## src/rtl/hazard_scheduler_pkg.sv

```systemverilog
// Shared types and helpers for the pipeline hazard scheduler.
package hazard_scheduler_pkg;

  localparam int unsigned DEF_REG_ADDR_W = 5;

  // Operand source selects driven to the EX-stage operand muxes.
  typedef enum logic [1:0] {
    FWD_RF  = 2'b00,
    FWD_EX  = 2'b01,
    FWD_MEM = 2'b10,
    FWD_WB  = 2'b11
  } fwd_sel_e;

  // One tracked in-flight writer.
  typedef struct packed {
    logic                      valid;
    logic [DEF_REG_ADDR_W-1:0] rd;
    logic                      we;
    logic                      is_load;
  } sb_entry_t;

  localparam sb_entry_t SB_EMPTY = '0;

  // A writer is a forwarding candidate only if it really writes a non-x0 register.
  function automatic logic sb_match(input sb_entry_t e,
                                    input logic [DEF_REG_ADDR_W-1:0] r);
    return e.valid & e.we & (e.rd != '0) & (e.rd == r);
  endfunction

  // Youngest writer wins; an EX load is left to the load-use stall instead.
  function automatic fwd_sel_e fwd_pick(input logic en,
                                        input logic [DEF_REG_ADDR_W-1:0] r,
                                        input sb_entry_t ex,
                                        input sb_entry_t mem,
                                        input sb_entry_t wb);
    if (!en)                             return FWD_RF;
    if (sb_match(ex, r) && !ex.is_load)  return FWD_EX;
    if (sb_match(mem, r))                return FWD_MEM;
    if (sb_match(wb, r))                 return FWD_WB;
    return FWD_RF;
  endfunction

endpackage

```

## src/rtl/hazard_sat_counter.sv

```systemverilog
// Saturating event counter; holds at all-ones instead of wrapping.
module hazard_sat_counter #(
  parameter int unsigned CNT_W = 16
) (
  input  logic             clk_i,
  input  logic             rst_n_i,
  input  logic             en_i,
  output logic [CNT_W-1:0] cnt_o
);

  logic [CNT_W-1:0] cnt_q, cnt_d;

  // Next count: advance on enable unless already saturated.
  always_comb begin
    cnt_d = cnt_q;
    if (en_i && (cnt_q != '1)) cnt_d = cnt_q + CNT_W'(1);
  end

  // Count register.
  always_ff @(posedge clk_i or negedge rst_n_i) begin
    if (!rst_n_i) cnt_q <= '0;
    else          cnt_q <= cnt_d;
  end

  assign cnt_o = cnt_q;

endmodule

```

## src/rtl/hazard_scheduler.sv

```systemverilog
// Hazard scheduler: tracks EX/MEM/WB writers, drives forwarding, load-use stall and flushes.
module hazard_scheduler
  import hazard_scheduler_pkg::*;
#(
  parameter int unsigned REG_ADDR_W = DEF_REG_ADDR_W,
  parameter int unsigned CNT_W      = 16
) (
  input  logic                  clk_i,
  input  logic                  rst_n_i,
  input  logic                  id_valid_i,
  input  logic [REG_ADDR_W-1:0] id_rs1_i,
  input  logic [REG_ADDR_W-1:0] id_rs2_i,
  input  logic [REG_ADDR_W-1:0] id_rd_i,
  input  logic                  id_use_r1_i,
  input  logic                  id_use_r2_i,
  input  logic                  id_reg_we_i,
  input  logic                  id_is_load_i,
  input  logic                  ex_redirect_i,
  output logic                  stall_o,
  output logic                  flush_if_id_o,
  output logic                  flush_id_ex_o,
  output logic [1:0]            fwd_a_sel_o,
  output logic [1:0]            fwd_b_sel_o,
  output logic [CNT_W-1:0]      stall_cnt_o,
  output logic [CNT_W-1:0]      flush_cnt_o
);

  sb_entry_t ex_q, ex_d;
  sb_entry_t mem_q, mem_d;
  sb_entry_t wb_q, wb_d;
  logic      load_use;

  // Hazard detection, control outputs and scoreboard advance.
  always_comb begin
    load_use = id_valid_i &
               ((id_use_r1_i & sb_match(ex_q, id_rs1_i) & ex_q.is_load) |
                (id_use_r2_i & sb_match(ex_q, id_rs2_i) & ex_q.is_load));

    // Redirect wins over load-use: the ID instruction is on the wrong path.
    stall_o       = load_use & ~ex_redirect_i;
    flush_id_ex_o = load_use | ex_redirect_i;
    flush_if_id_o = ex_redirect_i;

    fwd_a_sel_o = fwd_pick(id_valid_i & id_use_r1_i, id_rs1_i, ex_q, mem_q, wb_q);
    fwd_b_sel_o = fwd_pick(id_valid_i & id_use_r2_i, id_rs2_i, ex_q, mem_q, wb_q);

    ex_d = SB_EMPTY;
    if (!flush_id_ex_o) begin
      ex_d.valid   = id_valid_i;
      ex_d.rd      = id_rd_i;
      ex_d.we      = id_reg_we_i;
      ex_d.is_load = id_is_load_i;
    end
    // Older stages drain even while ID is stalled.
    mem_d = ex_q;
    wb_d  = mem_q;
  end

  // Scoreboard registers.
  always_ff @(posedge clk_i or negedge rst_n_i) begin
    if (!rst_n_i) begin
      ex_q  <= SB_EMPTY;
      mem_q <= SB_EMPTY;
      wb_q  <= SB_EMPTY;
    end else begin
      ex_q  <= ex_d;
      mem_q <= mem_d;
      wb_q  <= wb_d;
    end
  end

  hazard_sat_counter #(.CNT_W(CNT_W)) u_stall_cnt (
    .clk_i   (clk_i),
    .rst_n_i (rst_n_i),
    .en_i    (stall_o),
    .cnt_o   (stall_cnt_o)
  );

  hazard_sat_counter #(.CNT_W(CNT_W)) u_flush_cnt (
    .clk_i   (clk_i),
    .rst_n_i (rst_n_i),
    .en_i    (ex_redirect_i),
    .cnt_o   (flush_cnt_o)
  );

endmodule

```

## config.mk

```make
export PLATFORM = sky130hd
export DESIGN_NAME = hazard_scheduler
export DESIGN_NICKNAME = d
export VERILOG_FILES = /design/src/rtl/hazard_scheduler_pkg.sv /design/src/rtl/hazard_sat_counter.sv /design/src/rtl/hazard_scheduler.sv
export SDC_FILE = /design/constraint.sdc
export NUM_CORES = 1
export LEC_CHECK = 0
export CAP_MARGIN = 25
export CORE_MARGIN = 5
export CORE_UTILIZATION = 52
export CTS_BUF_LIST = sky130_fd_sc_hd__clkbuf_8
export CTS_CLUSTER_DIAMETER = 30
export DETAILED_ROUTE_END_ITERATION = 16
export GPL_TIMING_DRIVEN = 0
export PLACE_DENSITY = 0.84
export SKIP_CTS_REPAIR_TIMING = 1
export SLEW_MARGIN = 20
export SYNTH_ARGS = -nofsm -noshare
export SYNTH_HDL_FRONTEND = slang
export SYNTH_SLANG_ARGS = --single-unit
```

## constraint.sdc

```tcl
create_clock -name clk_i -period 2.4 [get_ports clk_i]
set_input_delay 0.6 -clock clk_i [delete_from_list [all_inputs] [get_ports clk_i]]
set_output_delay 0.6 -clock clk_i [all_outputs]
set_load 0.01 [all_outputs]
```

# After elaboration in Yosys (flattened, before gate mapping)
# Cells that the tools add are included.
[word_totals] wordCells=88 regBits=54 mem_count=0 in_bits=23 rom_bits=0 ramBits=0 latchBits=0
[op_classes] reduce_logical=8 bitwise_logic=23 muxes=35 shift=0 div_mod_pow=0 eq_ne=8 n_lt_le_gt_ge=0 multipliers=0 addsub=2
[op_table] operator="$add A16 B1 Y16 const B" n=2
[op_table] operator="$mux W2" n=16
[op_table] operator="$ne A16 B16 Y1 const B" n=2
[op_table] operator="$eq A5 B5 Y1" n=6
[op_table] operator="$and A1 B1 Y1" n=20
[op_table] operator="$mux W1" n=18
[op_table] operator="$reduce_bool A5 Y1" n=3
[op_table] operator="$mux W8" n=1
[op_table] operator="$logic_and A1 B1 Y1" n=4
[op_table] operator="$or A1 B1 Y1" n=2
[op_table] operator="$logic_not A1 Y1" n=1
[op_table] operator="$not A1 Y1" n=1

# Longest topological paths before layout
[depth] word_depth=15 depth_mapped=8

# Hierarchy
# A second synthesis with hierarchy kept.
[hier_totals] hier_cells=246 hier_area_um2=2967.8
[modules_own_cells] mod="hazard_sat_counter" area_per_inst_um2=859.6 seq_area_each_um2=400.4 n_inst=2 cells_each=72
[modules_own_cells] mod="hazard_scheduler" area_per_inst_um2=1248.7 seq_area_each_um2=550.5 n_inst=1 cells_each=102

# Least setup slack after synthesis
# OpenSTA, ideal clock, no wires.
[synth_timing] kind="register to output" startpoint="register ex_q[2] (netlist bit)" endpoint="output flush_id_ex_o" path_stages_with_launch=7 slack_ns=0.139 arrival_time_ns=1.661 path_buffers=0 cell_sequence="dfrtp_1 or3_1 o311a_4 nand3_2 o22ai_2 a31oi_4 inv_1"
[synth_via] elab_chain_cells=8 elab_cells_between_ends=13 classes_between="eq/ne: 2; bitwise: 10; reduce/logical: 1"
[synth_lines] element="start, declared" line="hazard_scheduler.sv:28" text="sb_entry_t ex_q, ex_d;"
[synth_lines] element="start signal, assigned" line="hazard_scheduler.sv:62" text="ex_q <= SB_EMPTY;"
[synth_lines] element="start signal, assigned" line="hazard_scheduler.sv:66" text="ex_q <= ex_d;"
[synth_lines] element="$reduce_bool A5 Y1" line="hazard_scheduler_pkg.sv:27" text="return e.valid & e.we & (e.rd != '0) & (e.rd == r);"
[synth_lines] element="$and A1 B1 Y1 (2 in a row)" line="hazard_scheduler_pkg.sv:27"
[synth_lines] element="$and A1 B1 Y1 (on tied branches) (2 in a row)" line="hazard_scheduler.sv:36, hazard_scheduler.sv:37"
[synth_lines] element="$or A1 B1 Y1 *" line="hazard_scheduler.sv:36" text="((id_use_r1_i & sb_match(ex_q, id_rs1_i) & ex_q.is_load) |"
[synth_lines] element="$and A1 B1 Y1 *" line="hazard_scheduler.sv:35" text="load_use = id_valid_i &"
[synth_lines] element="$or A1 B1 Y1 *" line="hazard_scheduler.sv:41" text="flush_id_ex_o = load_use | ex_redirect_i;"
[synth_lines] element="end, declared" line="hazard_scheduler.sv:21" text="output logic flush_id_ex_o,"
# Mark *: on every way between the ends. The rest lies on a longest branch, timed or not.

# Final worst setup path
# Same ends and word-level chain as after synthesis.

==> impl_results.md <==
- Status: finished, violations left
- Violated checks: negative setup slack
- ANT cells: 0
- CTS root buf: clkbuf_8
- R2R depth: 8
- Peak supply drop: 467 uV
- Die width: 81.9 um
- XOR/XNOR Fraction of Synth Area: 18.9%
- Crit path max fanout: 6
- Largest cells by area after synthesis: dfrtp_1 50%, xnor2_1 10%, xor2_1 8.8%
- Synth area leader: dfrtp_1
- R2r endpoint: u_stall_cnt.cnt_o[12]
- FF/Latch Area: 1350 um2
- Worst hold path class: input pin to async pin
- Cell Area, Synth: 2690 um2
- Placer Congestion: 0.854
- Fill count: 384
- Critical Path RT: 1800 ps
- GR Util All Layers: 18.2%
- Tcrit/Tclk final: 113%
- Simple-gate portion of the synthesized area: 20.7%
- Reg2reg setup slack: 220 ps
- Clk_lat worst skew: 300 ps
- Largest net degree at the start of global routing: 55
- Compound-gate portion of the synthesized area: 6.05%
- Number of global-route vias before repair: 2035
- Syn Nets: 265
- TritonCTS buffer count: 5
- TritonRoute pass-1 iters: 4
- CP arrival: 2120 ps
- Syn. warnings: 0
- IO Pins: 62
- Top-count cell post-synth: dfrtp_1
- DRT iter0 DRCs: 102
- Setup Crit Path Kind: flop to output port
- Longest Clk Path Bufs: 2
- Layout cells sized above 1: 17.5%
- Area of the multi-input gates: 1350 um2
- Worst hold slack: 321 ps
- Fin nets: 349
- Worst r2r src: ex_q[2]
- Slew @ Worst Pin: 658 ps
- H-tree depth: 2
- Cell variety after synth: 39
- Top_reg_cell synth: dfrtp_1
- Post-synth ARST share: 100%
- Max Slew Vio Count: 0
- #FFs+latches synth: 54
- CTS tree: done
- Setup violators final: 5
- Mapped Avg Cell Area: 11.2 um2
- DR WL/cell: 15.7 um
- Clk sinks: 54
- Dpl hpwl: 4350 um
- I/O Buffers: 61
- RSZ-0062 raised after global routing: yes
- Via-per-instance ratio: 5.32
- Die Y: 81.9 um
- Startpoint types: flop
- Total Routed Length: 6210 um
- Leakage power: 1.69 nW
- Setup_tns: -1370 ps
- Clock skew: 6.27 ps
- Main combinational cell family by area after synthesis: simple AND/OR/NAND/NOR gates
- Die area: 6700 um2
- Syn Inst Count: 240
- Top cell type's share of synthesized area: 50.3%
- Remaining DRCs: 0
- Core box area: 5070 um2
- Layout area overhead: 36.8%
- Initial core utilization: 52.9%
- Grt ovf: 0
- Worst setup margin: -316 ps
- Max Freq: 368 MHz
- Crit path time final: 2720 ps
- PD cells: 554 nW/um2
- Post-synthesis sequential area ratio: 50.3%
- Crit. End Element: output port
- Most frequent cells after synthesis: 54 x dfrtp_1, 31 x xnor2_1, 27 x xor2_1
- Initial antenna violation count: 0
- Post-route ant nets: 0
- Adder-cell area share of the yosys netlist: 0.932%
- Final hold vios: 0
- Rows: 26
- First-pass GRT wire length: 9340 um
- Number of flops mapped to enable cells by yosys: 0
- Worst-path clk slew: 90 ps
- Total number of vias: 2100
- Mux share of post-synthesis cell area: 1.26%
- Total of max-cap violations: 0
- Max_slew headroom: 56.1%
==> state kept, by name, indices dropped and copies added, names as in the netlist <==
signal	count
u_flush_cnt.cnt_o	16
u_stall_cnt.cnt_o	16
ex_q	8
mem_q	7
wb_q	7
==> critical path, cell delays in order, from the launching register on <==
cell            delay (ps)
dfrtp_1                390
or3_1                  420
o311a_4                370
nand3_4                110
o22ai_4                 90
a31oi_4                210
inv_1                   60
dlymetal6s2s_1         170
==> where the power goes <==
| group | total [mW] | switching (mW) | internal (mW) |
|---|---|---|---|
| Clock | 0.520 | 0.288 | 0.232 |
| Sequential | 1.07 | 0.0885 | 0.986 |
| Combinational | 0.443 | 0.201 | 0.242 |
==> layout by cell type (no fill, tap or decap), types with 3 or more instances in the layout <==
cell	netlist	routed
dfrtp_1	54	54
and3_1	6	6
nand4_1	17	17
clkdlybuf4s50_1	0	41
nand2b_1	3	3
clkbuf_8	0	6
nor4_2	1	5
nor2_1	17	14
buf_2	1	3
clkbuf_2	0	3
xnor2_1	31	31
and2_1	8	8
nor2_2	0	3
nand3_1	12	12
buf_4	1	18
nand2_1	15	13
inv_1	7	7
xor2_1	27	27
a21oi_1	5	5
dlymetal6s2s_1	0	14
==> how the worst max path moves through the flow <==
| stage | from | to | slack (ps) | cells after the start |
|---|---|---|---|---|
| after floorplan | ex_q[2] | flush_id_ex_o | 140 | 6 |
| after global placement | id_rs1_i[2] | flush_id_ex_o | -1010 | 8 |
| after detailed placement | id_rs1_i[2] | flush_id_ex_o | -1000 | 8 |
| after CTS | id_rs1_i[2] | flush_id_ex_o | -1020 | 8 |
| after global routing | ex_q[2] | flush_id_ex_o | -430 | 7 |
| final | ex_q[2] | flush_id_ex_o | -320 | 7 |
==> cell families (layout without fill, tap and decap cells) <==
logic type                 Yosys count  in the layout
and+or+nand+nor                     97             97
xor gates and xnor gates            58             58
AOI/OAI and AO/OA                   16             16
buffers and inverters               10             95
adders and majority gates            2              2
muxes                                3              3
DFF                                 54             54
==> final cells by class <==
cell class	instances	area share [%]
Clock inverter	2	0.340
Buffer	3	0.647
Clock buffer	6	2.25
Inverter	7	0.715
Multi-Input combinational cell	176	36.8
Sequential cell	54	36.8
Tap cell	70	2.38
Timing Repair Buffer	77	20.1
==> routing by layer <==
layer	track usage, %	up-vias	wire, um
met1	21.9	1021	2570
met3	3.95	14	313
met2	31.4	58	3180
met4	7.81	0	149
li1	-	1007	-
met5	0	-	0
==> per-stage QoR <==
step / area, um2 / setup WS, ps / util, % / total power [mW] / instances
after floorplan: 2690 / 139 / - / 1.27 / 240
after global placement: 3380 / -1010 / 66.7 / 1.49 / 371
after detailed placement: 3380 / -1000 / 66.6 / 1.50 / 371
after CTS: 3480 / -1020 / 68.5 / 2.02 / 379
after global routing: 3670 / -430 / 72.4 / 2.16 / 395
final: 3670 / -316 / 72.4 / 2.04 / 395
Power figures use the tool's default switching activity.
